<file path="config.mk">
export PLATFORM = sky130hd
export DESIGN_NAME = booth_seq_mul_flat
export DESIGN_NICKNAME = d
export VERILOG_FILES = /design/src/rtl/booth_seq_mul_if.sv /design/src/rtl/booth_seq_mul.sv /design/src/flat_wrapper.sv
export SDC_FILE = /design/constraint.sdc
export NUM_CORES = 1
export LEC_CHECK = 0
export CAP_MARGIN = 20
export CORE_UTILIZATION = 40
export CTS_BUF_LIST = sky130_fd_sc_hd__clkbuf_2 sky130_fd_sc_hd__clkbuf_4 sky130_fd_sc_hd__clkbuf_8
export DETAILED_ROUTE_END_ITERATION = 6
export GPL_TIMING_DRIVEN = 0
export SLEW_MARGIN = 20
export SYNTH_ARGS = -nofsm -noshare
export SYNTH_HDL_FRONTEND = slang
export SYNTH_SLANG_ARGS = --single-unit
export TNS_END_PERCENT = 5
</file>
<file path="constraint.sdc">
create_clock -name clk -period 5.3 [get_ports clk]
set_clock_uncertainty 0.1 [all_clocks]
set_input_delay 1.06 -clock clk [delete_from_list [all_inputs] [get_ports clk]]
set_output_delay 1.06 -clock clk [all_outputs]
set_load 0.01 [all_outputs]
</file>
<file path="src/rtl/booth_seq_mul_if.sv">
// Operand/product handshake bundle for booth_seq_mul.
// The master side issues operands and consumes products.
interface booth_seq_mul_if #(
   parameter int WIDTH = 8
);
   logic               in_valid;
   logic               in_ready;
   logic [WIDTH-1:0]   a;
   logic [WIDTH-1:0]   b;
   logic               is_signed;
   logic               out_valid;
   logic               out_ready;
   logic [2*WIDTH-1:0] p;

   modport master (
      output in_valid, a, b, is_signed, out_ready,
      input  in_ready, out_valid, p
   );

   modport slave (
      input  in_valid, a, b, is_signed, out_ready,
      output in_ready, out_valid, p
   );
endinterface

</file>
<file path="src/rtl/booth_seq_mul.sv">
// Iterative radix-2 Booth multiplier: one add/sub-and-shift step per clock,
// signed or unsigned operands selected per transaction, valid/ready on both sides.
module booth_seq_mul #(
   parameter  int WIDTH = 8,
   localparam int CNT_W = $clog2(WIDTH + 2)
) (
   input  logic           clk,
   input  logic           rst_n,
   booth_seq_mul_if.slave bus
);
   typedef enum logic [1:0] {IDLE, RUN, DONE} state_t;

   state_t             state, state_nx;
   logic [WIDTH+1:0]   acc, m, sum;
   logic [WIDTH:0]     q;
   logic               q_1;
   logic [CNT_W-1:0]   cnt;
   logic [2*WIDTH-1:0] p_r;
   logic [WIDTH+1:0]   acc_nx;
   logic [WIDTH:0]     q_nx;
   logic               q1_nx;
   logic               last_step;

   assign last_step = (cnt == CNT_W'(WIDTH));

   always_comb begin
      sum = acc;
      unique case ({q[0], q_1})
         2'b10:   sum = acc - m;
         2'b01:   sum = acc + m;
         default: sum = acc;
      endcase
   end

   // Arithmetic right shift of {A,Q,q-1} after the Booth add/sub.
   assign acc_nx = {sum[WIDTH+1], sum[WIDTH+1:1]};
   assign q_nx   = {sum[0], q[WIDTH:1]};
   assign q1_nx  = q[0];

   always_comb begin
      state_nx      = state;
      bus.in_ready  = 1'b0;
      bus.out_valid = 1'b0;
      unique case (state)
         IDLE: begin
            bus.in_ready = 1'b1;
            if (bus.in_valid) state_nx = RUN;
         end
         RUN: begin
            if (last_step) state_nx = DONE;
         end
         DONE: begin
            bus.out_valid = 1'b1;
            if (bus.out_ready) state_nx = IDLE;
         end
         default: state_nx = IDLE;
      endcase
   end

   always_ff @(posedge clk or negedge rst_n) begin
      if (!rst_n) state <= IDLE;
      else        state <= state_nx;
   end

   always_ff @(posedge clk or negedge rst_n) begin
      if (!rst_n) begin
         acc <= '0;
         m   <= '0;
         q   <= '0;
         q_1 <= 1'b0;
         cnt <= '0;
         p_r <= '0;
      end else begin
         unique case (state)
            IDLE: begin
               if (bus.in_valid) begin
                  acc <= '0;
                  q_1 <= 1'b0;
                  cnt <= '0;
                  q   <= {bus.is_signed & bus.a[WIDTH-1], bus.a};
                  m   <= {{2{bus.is_signed & bus.b[WIDTH-1]}}, bus.b};
               end
            end
            RUN: begin
               acc <= acc_nx;
               q   <= q_nx;
               q_1 <= q1_nx;
               cnt <= cnt + CNT_W'(1);
               // Product captured from the final step so p never shows partial sums.
               if (last_step) p_r <= {acc_nx[WIDTH-2:0], q_nx};
            end
            default: ;
         endcase
      end
   end

   assign bus.p = p_r;
endmodule

</file>
<file path="src/flat_wrapper.sv">
// flat-port wrapper written by rule: the top's interface ports become plain ports
module booth_seq_mul_flat 
#(
   parameter  int WIDTH = 8,
   localparam int CNT_W = $clog2(WIDTH + 2)
)
  (clk, rst_n, bus_in_valid, bus_a, bus_b, bus_is_signed, bus_out_ready, bus_in_ready, bus_out_valid, bus_p);
  booth_seq_mul_if #(.WIDTH(WIDTH)) bus_i ();
  input  logic clk;
  input  logic rst_n;
  input wire logic [$bits(bus_i.in_valid)-1:0] bus_in_valid;
  input wire logic [$bits(bus_i.a)-1:0] bus_a;
  input wire logic [$bits(bus_i.b)-1:0] bus_b;
  input wire logic [$bits(bus_i.is_signed)-1:0] bus_is_signed;
  input wire logic [$bits(bus_i.out_ready)-1:0] bus_out_ready;
  output wire logic [$bits(bus_i.in_ready)-1:0] bus_in_ready;
  output wire logic [$bits(bus_i.out_valid)-1:0] bus_out_valid;
  output wire logic [$bits(bus_i.p)-1:0] bus_p;
  assign bus_i.in_valid = bus_in_valid;
  assign bus_i.a = bus_a;
  assign bus_i.b = bus_b;
  assign bus_i.is_signed = bus_is_signed;
  assign bus_i.out_ready = bus_out_ready;
  assign bus_in_ready = bus_i.in_ready;
  assign bus_out_valid = bus_i.out_valid;
  assign bus_p = bus_i.p;
  booth_seq_mul #(.WIDTH(WIDTH)) u_core (.clk(clk), .rst_n(rst_n), .bus(bus_i));
endmodule
</file>
==> flow_metrics.tcl <==
set metrics [dict create \
    clockBufferDepth 2 \
    io_pins 39 \
    finalCriticalPeriod_ns 3.15 \
    layout_setup_ws_ns 2.15 \
    worstSetupPathDepth 11 \
    intPower_mw 1.35 \
    grt_usage_pct 19.5 \
    yosysTopAreaCell "dfrtp_1" \
    syn_area_um2 2690 \
    relSlewSlack_pct 57.5 \
    num_vias 2275 \
    finish.net_count 385 \
    switchingPower_mw 1.17 \
    drive_above_1_share_pct 4.86 \
    grt_pass1_vias 2142 \
    p_per_area_nw_per_um2 776 \
    crit_path_start_kind "register" \
    initial_core_util_pct 41.8 \
    endpoint_kind "register" \
    grt_overflow 0 \
    crit_type "reg -> reg" \
    via_per_inst 5.33 \
    ir_drop_uv 235 \
    drcViolationCount 10 \
    syn_inst 305 \
    cts_sinks 50 \
    instances_no_fill 427 \
    ant_nets 0 \
    fmax_ghz 0.317 \
    first_pass_iters 7 \
    slowest_stage "mux2_2" \
    p_clk_share_pct 8.9 \
    cp_data_required_time_ns 5.40 \
    grt_setup_unrepaired "no" \
    finalWirelength_um 6360 \
    syn2layout_area_growth_pct 20.7 \
    final_util_pct 50.5 \
    core_area_um2 6420 \
    crit_chain "inv_1 -> ha_1 -> clkbuf_1 -> mux2_2 -> ha_1 -> a211oi_1 -> o21ai_0 -> nor2_1 -> o21ai_0 -> xor2_1 -> a32o_1" \
    crit_family "compound AO/OA/AOI/OAI gates" \
    yosysTopAreaCellShare_pct 46.6 \
    place_ws_ns 2.18 \
    cts-htree-levels 2 \
    synth-warning-count 0 \
    clock_latency_ns 0.30 \
    antenna_found_initial 0 \
    critical_path.max_stage_delay_ns 0.43 \
    p_sw_share_pct 46.4 \
    worst-path-buf-inv 2 \
    cts_tree "done" \
    postCtsResizedCells 0 \
    post_drt_wl_per_cell_um 14.9 \
    period_share_pct 59.5 \
    die_x_um 83.9 \
    maxSlewViolCount 0 \
    cp_max_fo 10 \
    synthTopCellsByArea "dfrtp_1 (47%), nand2_1 (10%), ha_1 (6.1%)" \
    hold_viol 0 \
    pwr-share-seq_pct 28.7 \
    root_buffer "clkbuf_8" \
    setup_viol 0 \
    clk_pin_slew_ns 0.10 \
    maxCapViolCount 0 \
    hold_buffers 0 \
    rr_worst_depth 11 \
    setup_tns_ns 0 \
    failed_checks "design-rule violations" \
    dieArea_um2 7040 \
    grt_start_max_net_pins 51 \
    synth_area_per_cell_um2 8.80 \
    p_comb_share_pct 62.4 \
    placed_cells 420 \
    worst_ep_arrival_time_ns 3.25 \
    die_h_um 83.9 \
    yosysSeqAreaShare_pct 46.6 \
    synth_nets 340 \
    first_iter_violations 161 \
    status "finished with violations" \
    grt_pass1_wl_um 10800 \
    post_cts_buffers 0 \
    port_buffers 38 \
    dp_hpwl_um 4690 \
    min_path_cells 2 \
    ys_types 39 \
    rows 29 \
    ys_ff_latch 50 \
    p_leak_nw 1.48 \
    max_slew.worst_pin.slew_ns 0.638 \
    antenna_cells 0 \
    cts_buffers 5 \
    hp-class "reg -> reg" \
    routabilityCongestion 0.828 \
]
## layer usage
metal | part of all wire, % | GRT usage, % | routed length, um
met1 | 50 | 27.9 | 3190
met2 | 45 | 30.1 | 2850
met5 | 0 | 0 | 0
met3 | 4.0 | 4.15 | 252
met4 | 0.98 | 4.55 | 62
## cells in the final DEF, fill, tap and decap left out, types with 10 or more instances in the layout
cell type         n
a21oi_1          13
a31oi_1          11
clkbuf_1         11
clkdlybuf4s50_1  37
dfrtp_1          50
ha_1             13
inv_1            12
nand2_1          75
nand3_1          12
nor2_1           19
o21ai_0          25
xor2_1           10
## sequential cells by signal (all words and copies together) (netlist names)
name and cells:
u_core.state 2, u_core.bus.p 16, u_core.acc 9, u_core.cnt 4
u_core.q 9, u_core.q_1 1, u_core.m 9
## power groups by stage
stage,clock (mW),sequential [mW],combinational [mW]
floorplan,0,0.720,1.10
global placement,0,0.724,1.53
detailed placement,0,0.730,1.55
CTS,0.228,0.722,1.57
global route,0.244,0.749,1.78
finish,0.224,0.723,1.57
## path summary, 6_finish.rpt
check / startpoint / end / slack [ns]
min: u_core.bus.p[9] / u_core.bus.p[9] / 0.38
max reg2reg: u_core.q[0] / u_core.acc[8] / 2.15
min in group asynchronous: rst_n / u_core.bus.p[8] / 0.66
min reg2reg: u_core.bus.p[9] / u_core.bus.p[9] / 0.38
max in group asynchronous: rst_n / u_core.cnt[1] / 4.00
max: u_core.q[0] / u_core.acc[8] / 2.15
## kinds of logic (layout without fill, tap and decap cells)
kind of cell	after synthesis	after routing	share of synthesized area (%)
buf+inv	27	72	3.91
fa+ha+maj	14	14	6.80
simple gates	125	125	20.2
compound gates	71	71	16.4
flops	50	50	46.6
xor+xnor	14	14	4.57
mux	4	4	1.58
## per-stage QoR
stage | hold slack (ns) | total power [mW] | cell area, um2
2_1_floorplan | 0.361 | 1.82 | 2690
3_3_place_gp | 0.361 | 2.26 | 3160
3_5_place_dp | 0.366 | 2.28 | 3160
4_1_cts | 0.389 | 2.52 | 3240
5_1_grt | 0.419 | 2.77 | 3240
6_report | 0.384 | 2.51 | 3240
## worst reg2reg max path, stage by stage (launching register included)
cell	delay (ns)
dfrtp_1	0.40
inv_1	0.08
ha_1	0.15
clkbuf_1	0.36
mux2_2	0.43
ha_1	0.30
a211oi_1	0.33
o21ai_0	0.24
nor2_1	0.13
o21ai_0	0.10
xor2_1	0.17
a32o_1	0.25
## final cells by class
type / instances / area [um2]
multi-input combinational: 228 / 1330
inverter: 12 / 45.0
timing repair buffer: 38 / 378
clock inverter: 2 / 13.8
clock buffer: 5 / 68.8
buffer: 15 / 60.1
fill: 630 / 3180
sequential: 50 / 1250
tap: 77 / 96.3
## cells in the mapped netlist
library cell and instances:
nand2_1 75, dfrtp_1 50, o21ai_0 25, nor2_1 19
a21oi_1 13, ha_1 13, inv_1 12, nand3_1 12
a31oi_1 11, clkbuf_1 11, xor2_1 10, nor2b_1 5
xnor2_1 4, a21o_1 3, buf_2 3, nor3_1 3
o211ai_1 3, a211o_1 2, a211oi_1 2, a32o_1 2
and2_1 2, and3_1 2, mux2_2 2, mux2i_1 2
nor3_2 2, o21a_1 2, o31ai_1 2, or3_1 2
a21oi_2 1, a22oi_1 1, a311oi_1 1, a32oi_1 1
buf_1 1, fa_1 1, nand2b_1 1, nand4_1 1
nor4_2 1, o211a_1 1, o2bb2ai_1 1
No activity file was read; power rests on OpenSTA's default activity.
